<file path="config.mk">
export PLATFORM = sky130hd
export DESIGN_NAME = reg_file_write_arbiter
export DESIGN_NICKNAME = d
export VERILOG_FILES = /design/src/rtl/reg_file_write_arbiter.sv
export SDC_FILE = /design/constraint.sdc
export NUM_CORES = 1
export LEC_CHECK = 0
export ABC_AREA = 1
export CORE_MARGIN = 3
export CORE_UTILIZATION = 39
export CTS_CLUSTER_DIAMETER = 200
export CTS_CLUSTER_SIZE = 25
export DETAILED_ROUTE_END_ITERATION = 10
export GPL_TIMING_DRIVEN = 0
export PLACE_DENSITY = 0.74
export SLEW_MARGIN = 20
export SYNTH_ARGS = -nofsm -noshare
export SYNTH_HDL_FRONTEND = slang
export SYNTH_SLANG_ARGS = --single-unit
export TNS_END_PERCENT = 100
</file>
<file path="constraint.sdc">
create_clock -name CLK -period 1.3 [get_ports CLK]
set_input_delay 0.195 -clock CLK [delete_from_list [all_inputs] [get_ports CLK]]
set_output_delay 0.195 -clock CLK [all_outputs]
set_load 0.02 [all_outputs]
</file>
<file path="src/rtl/reg_file_write_arbiter.sv">
// Round-robin arbiter for the single reg_file write port, shared by two REQ/GNT
// requesters, plus a clear sequencer that sweeps CLR_VALUE over every register.
module reg_file_write_arbiter #(
  parameter int                DATA_W    = 8,
  parameter int                ADDR_W    = 3,
  parameter int                DEPTH     = 8,
  parameter logic [DATA_W-1:0] CLR_VALUE = '0
) (
  input  logic              CLK,
  input  logic              RESET,
  input  logic              REQ0,
  input  logic [ADDR_W-1:0] ADDR0,
  input  logic [DATA_W-1:0] DATA0,
  output logic              GNT0,
  input  logic              REQ1,
  input  logic [ADDR_W-1:0] ADDR1,
  input  logic [DATA_W-1:0] DATA1,
  output logic              GNT1,
  input  logic              CLR_START,
  output logic              BUSY,
  output logic              CLR_DONE,
  output logic [DATA_W-1:0] IN,
  output logic [ADDR_W-1:0] INADDRESS,
  output logic              WRITE
);

  typedef enum logic {IDLE, CLEAR} state_t;

  localparam logic [ADDR_W:0] END_CNT = (ADDR_W+1)'(DEPTH);

  state_t            state, state_n;
  logic [ADDR_W:0]   cnt, cnt_n;
  logic              last, last_n;
  logic              gnt0_n, gnt1_n, busy_n, done_n, write_n;
  logic [DATA_W-1:0] in_n;
  logic [ADDR_W-1:0] addr_n;
  logic              elig0, elig1, win0, win1;

  // A request whose grant is currently high has already been serviced.
  assign elig0 = REQ0 & ~GNT0;
  assign elig1 = REQ1 & ~GNT1;
  assign win0  = elig0 & (~elig1 | last);
  assign win1  = elig1 & (~elig0 | ~last);

  always_ff @(posedge CLK) begin
    if (!RESET) begin
      state     <= IDLE;
      cnt       <= '0;
      last      <= 1'b1;
      GNT0      <= 1'b0;
      GNT1      <= 1'b0;
      BUSY      <= 1'b0;
      CLR_DONE  <= 1'b0;
      WRITE     <= 1'b0;
      IN        <= '0;
      INADDRESS <= '0;
    end else begin
      state     <= state_n;
      cnt       <= cnt_n;
      last      <= last_n;
      GNT0      <= gnt0_n;
      GNT1      <= gnt1_n;
      BUSY      <= busy_n;
      CLR_DONE  <= done_n;
      WRITE     <= write_n;
      IN        <= in_n;
      INADDRESS <= addr_n;
    end
  end

  // cnt holds the next sweep address; reaching DEPTH ends the sweep.
  always_comb begin
    state_n = state;
    cnt_n   = cnt;
    last_n  = last;
    gnt0_n  = 1'b0;
    gnt1_n  = 1'b0;
    busy_n  = 1'b0;
    done_n  = 1'b0;
    write_n = 1'b0;
    in_n    = IN;
    addr_n  = INADDRESS;

    if (state == IDLE && CLR_START) begin
      state_n = CLEAR;
      cnt_n   = (ADDR_W+1)'(1);
      write_n = 1'b1;
      busy_n  = 1'b1;
      addr_n  = '0;
      in_n    = CLR_VALUE;
    end else if (state == CLEAR && cnt != END_CNT) begin
      cnt_n   = cnt + (ADDR_W+1)'(1);
      write_n = 1'b1;
      busy_n  = 1'b1;
      addr_n  = cnt[ADDR_W-1:0];
      in_n    = CLR_VALUE;
    end else begin
      if (state == CLEAR) begin
        state_n = IDLE;
        cnt_n   = '0;
        done_n  = 1'b1;
      end
      if (win0) begin
        gnt0_n  = 1'b1;
        write_n = 1'b1;
        addr_n  = ADDR0;
        in_n    = DATA0;
        last_n  = 1'b0;
      end else if (win1) begin
        gnt1_n  = 1'b1;
        write_n = 1'b1;
        addr_n  = ADDR1;
        in_n    = DATA1;
        last_n  = 1'b1;
      end
    end
  end

endmodule

</file>
-- Yosys cells after proc, flatten, opt, wreduce, memory -nomap -nowiden
Cells that the tools add are included.
- bits in registers: 22
- input port bits: 27
- logic and storage cells: 59
- $add $sub $neg: 1
- eq/ne operators: 2
- multiplexer cells: 20
- bitwise operators: 15
- reductions and logical operators: 10
- operators with widths (operator ; number):
    8-bit 2-to-1 mux ; 2
    1-bit 2-to-1 mux ; 13
    3-bit 2-to-1 mux ; 3
    1-bit NOT ; 9
    4-bit 2-to-1 mux ; 2
    3-bit nonzero test ; 2
    4-bit by 1-bit adder with 4-bit output (second input constant) ; 1
    1-bit bitwise AND ; 4
    4-bit != test (second input constant) ; 1
    2-bit nonzero test ; 2
    4-bit OR reduction ; 1
    3-bit AND reduction ; 1
    3-bit OR reduction ; 1
    1-bit logical AND ; 2
    2-bit != test (second input constant) ; 1
    1-bit OR ; 2
    2-bit OR reduction ; 1

-- Longest topological paths before layout
- depth after elaboration: 9
- gate-level depth with buffers: 9
- gate-level depth less buffers: 9

-- Least setup slack after synthesis
Ideal clock, no wire load.
- kind: register -> register
- from: reg cnt[0]
- to: reg IN[0]
- setup time: 0.109 ns
- data arrival time: 1.197 ns
- required time: 1.191 ns
- path slack: -0.006 ns
- stages on the path, launching flop included: 10
- buffers on the path: 1
- period minus slack after synthesis: 1.306 ns
- path through: dfxtp_1 -> inv_1 -> ha_1 -> nand3_1 -> nand2_1 -> nand2_2 -> buf_6 -> nor2_2 -> nand2_1 -> inv_1
- longest elaborated chain between the ends: 3
- RTL lines (what ; line ; RTL):
    from (decl) ; 32 ; logic [ADDR_W:0] cnt, cnt_n;
    from (signal assigned) ; 59 ; cnt <= cnt_n;
    4-bit != test ; 91 ; end else if (state == CLEAR && cnt != END_CNT) begin
    1-bit logical AND ; 91 ;
    3-bit OR reduction (no line) ; -- ;
    to (signal assigned) ; 66 ; IN <= in_n;
    to (decl) ; 22 ; output logic [DATA_W-1:0] IN,
No other way between the ends.
A chain may end at the register's enable or synchronous reset.

-- Worst setup path after layout
- from: reg cnt[0]
- to: reg last
- longest elaborated chain between the ends: 4
- RTL lines (what ; line ; RTL):
    4-bit != test ; 91 ;
    1-bit logical AND ; 91 ;
    1-bit NOT (no line) ; -- ;
    3-bit AND reduction (no line) ; -- ;
    to (signal assigned) ; 60 ; last <= last_n;
    to (decl) ; 33 ; logic last, last_n;
No other way between the ends.

==> summary.txt <==
Global route
  • Grt total ovfl: 0
  • Vias in the first global route: ~1.2k
  • First-pass GRT wire length: slightly above 5000 um
  • Antenna violations before repair: 0
  • Largest net degree at the start of global routing: 14
  • Total GRT Usage: between 10% and 20%

Floorplanning
  • Die W: about 60 um
  • Initial Util: a little over two fifths
  • Row Count: 18
  • Area of the core: ~2600 sq um
  • Die ar.: 3572 sq um
  • I/O pins: 43
  • DIE HEIGHT: about 60 um

Finish
  • Final Util: approximately two thirds
  • Cell area after layout: between 1500 and 2000 sq um
  • Layout cells sized above 1: 22.07%
  • Fin nets: 243
  • Antenna cell count: 0
  • Post-route insts no fill: between 200 and 250
  • Area growth syn-to-layout: 58.49%

Run status
  • Status: finished, final reports clean

Synth
  • Post-synth EDFFs: 0
  • Post-synth top cells: 40 x nand2_1, 27 x nand3_1, 22 x dfxtp_1, 22 x inv_1, 17 x nor2_1
  • Largest family of logic cells by synthesized area: simple AND/OR/NAND/NOR gates
  • Post-Synth XOR/XNOR Area: less than 1%
  • Synth Area per Inst: ~7.0 sq um
  • Most frequent cell after synthesis: nand2_1
  • Synth Cell Area: about 1100 sq um
  • Post-Synth Simple-Gate Area: roughly two fifths
  • Synth top area share: 39.07%
  • Synth Flop Type: dfxtp_1
  • Library cells used by synthesis: 21
  • Compound-Gate Fraction of Synth Area: between 5 and 6%
  • Ranking of synthesized cells by area: dfxtp_1 39%, nand2_1 13%, nand3_1 12%, inv_1 7.3%, nor2_1 5.7%
  • Syn Inst Count: roughly 160
  • Post-synthesis mux area share: 0%
  • Post-Syn Nets: between 150 and 200
  • Post-synth ARST share: 0%
  • Yosys warning count: 0
  • Synth area leader: dfxtp_1
  • Yosys reg bits: 22
  • Post-Synth Adder-Cell Area: under 10%
  • Register area share after synthesis: 39.07%

CTS
  • CTS H-tree lvls: 1
  • Clk sinks: 22
  • Number of CTS-inserted buffers: 3
  • CTS Hold Buffers Added: 0
  • CTS clock-pin slew for the worst setup and hold paths: roughly 0.14 ns
  • CTS tree: yes
  • Root buffer cell: clkbuf_4
  • Worst-Skew Late Latency: between 0.3 and 0.4 ns
  • Clock buffer depth: 2

Placement
  • RePlAce Congestion: between 0.7 and 0.8
  • Buffers on Ports: between 40 and 50
  • DPL Wire Length: approximately 2200 um
  • Placed instance count: 234
  • Post-DP Area: 1588 sq um
  • Place WS: -0.2291 ns

Timing
  • Hold Vio Cnt, Final: 0
  • RSZ-0062 raised after global routing: yes
  • Slew @ Worst Pin: 0.2221 ns
  • Final worst path period need: 1.282 ns
  • Fin Hold WS: between 0.4 and 0.5 ns
  • Worst Clk Skew: around 0.0054 ns
  • Final Setup Violations: 0
  • Slew Limit Fails: 0
  • Final worst slack: roughly 0.018 ns
  • Final period utilization: a little over nine tenths
  • Fin Setup TNS: 0 ns
  • F_max: around 800 MHz
  • Slew HR: a little under nine tenths

Critical path
  • Crit. End Element: flop
  • Arr. time, crit path: 1.52 ns
  • Critical Path RT: ~1.5 ns
  • Crit path max fanout: 5
  • Kind of start point of the critical path: flop
  • Type of the worst setup path: flop to flop

Power and ir drop
  • Pwr Total: ~1.8 mW
  • Psw: 540.3 uW
  • Power share of the combinational group: 27.9%
  • Sequential Power Share: about 40%
  • Pleak: between 0.9 and 1 nW
  • Sw Ratio: between 20% and 30%
  • Worst VDD drop: 778.3 uV
  • Clock share of power: between 30% and 40%
  • Internal power: about 1.3 mW
  • PD cells: slightly above 1000 nW/um^2

Routing
  • TritonRoute pass-1 iters: 4
  • Number of vias per cell: 4.905
  • DR iter-0 viols: 25
  • Routed WL per cell: 12.74 um
  • Drt drc: 0
  • Antenna viol nets, final: 0
  • Total wire length: slightly above 3000 um
  • Vias: around 1.2k

Hold path
  • Worst Hold Class: input port to flop

Run
  • Max-Cap Viols: 0
[worst paths after layout]
kind | end | slack [ns] | cells after the start | startpoint
max | last$_SDFFE_PN1P_ | 0.02 | 8 | cnt[0]$_SDFFE_PN0P_
min | GNT1$_SDFF_PP0_ | 0.47 | 3 | REQ1
max reg2reg | last$_SDFFE_PN1P_ | 0.02 | 8 | cnt[0]$_SDFFE_PN0P_
min reg2reg | last$_SDFFE_PN1P_ | 0.48 | 2 | last$_SDFFE_PN1P_
[per-layer routing]
layer  GRT usage, %  part of all wire, %
met2          33.64                   50
met1          21.77                   41
met3          5.616                  7.2
met5              0                    0
met4          6.646                  1.4
[what timing repair did]
| item | 4_1_cts | 5_1_grt |
|---|---|---|
| cloned | 1 | 0 |
| buffers inserted | 4 | 0 |
| setup endpoints to repair | 33 | 15 |
| resized for setup | 29 | 20 |
| pin swaps | 3 | 8 |
[state kept, by name, indices dropped and copies added (netlist names)]
register / cells
last: 1
GNT0: 1
INADDRESS: 3
IN: 8
cnt: 4
WRITE: 1
state: 1
GNT1: 1
CLR_DONE: 1
BUSY: 1
[power by group through the flow]
stage	logic, mW	registers [mW]	clock network, mW
final	0.506	0.748	0.559
after global routing	0.554	0.755	0.577
after CTS	0.476	0.747	0.557
after detailed placement	0.447	0.760	0
after global placement	0.439	0.759	0
after floorplan	0.214	0.798	0
[area by class of cell]
class / instances / area (sq um)
Multi-Input combinational cell: 110 / 634.4
Fill cell: 233 / 825.8
Clock buffer: 3 / 22.52
Clock inverter: 1 / 30.03
Sequential cell: 22 / 445.4
Timing Repair Buffer: 47 / 461.7
Tap cell: 30 / 37.54
Buffer: 6 / 57.56
Inverter: 24 / 97.59
[worst max-delay path: stages (launching register included)]
cell,delay (ns)
dfxtp_2,0.36
inv_2,0.08
ha_4,0.15
nand3_4,0.08
buf_4,0.15
a21boi_4,0.17
nand2_1,0.08
nand2_1,0.06
nand3_1,0.05
[layout by cell type, fill, tap and decap left out]
cell,count
nand3b_1,2
clkbuf_4,3
nand3_2,2
buf_4,4
buf_16,1
a21oi_1,4
xor2_1,1
buf_8,1
a21oi_2,1
inv_2,4
buf_2,2
nand2_2,4
nand3_1,24
nor3b_2,1
dfxtp_1,18
buf_6,2
clkinv_4,1
inv_1,18
inv_4,1
a31oi_1,1
dfxtp_2,4
ha_4,1
clkdlybuf4s50_1,26
nor2_4,5
nor2_1,17
nand3_4,1
bufinv_16,1
o21ai_0,3
a21boi_4,1
ha_1,1
nand2_1,35
nor2_2,2
clkbuf_8,1
nand2_4,4
dlygate4sd2_1,16
[logic make-up (layout without fill, tap and decap cells)]
| group | count (synthesis) | after routing |
|---|---|---|
| xor gates and xnor gates | 1 | 1 |
| and+or+nand+nor | 97 | 97 |
| AOI/OAI and AO/OA | 10 | 10 |
| DFF | 22 | 22 |
| adders and majority gates | 2 | 2 |
| buffers and inverters | 30 | 81 |
No activity file was read; power rests on OpenSTA's default activity.
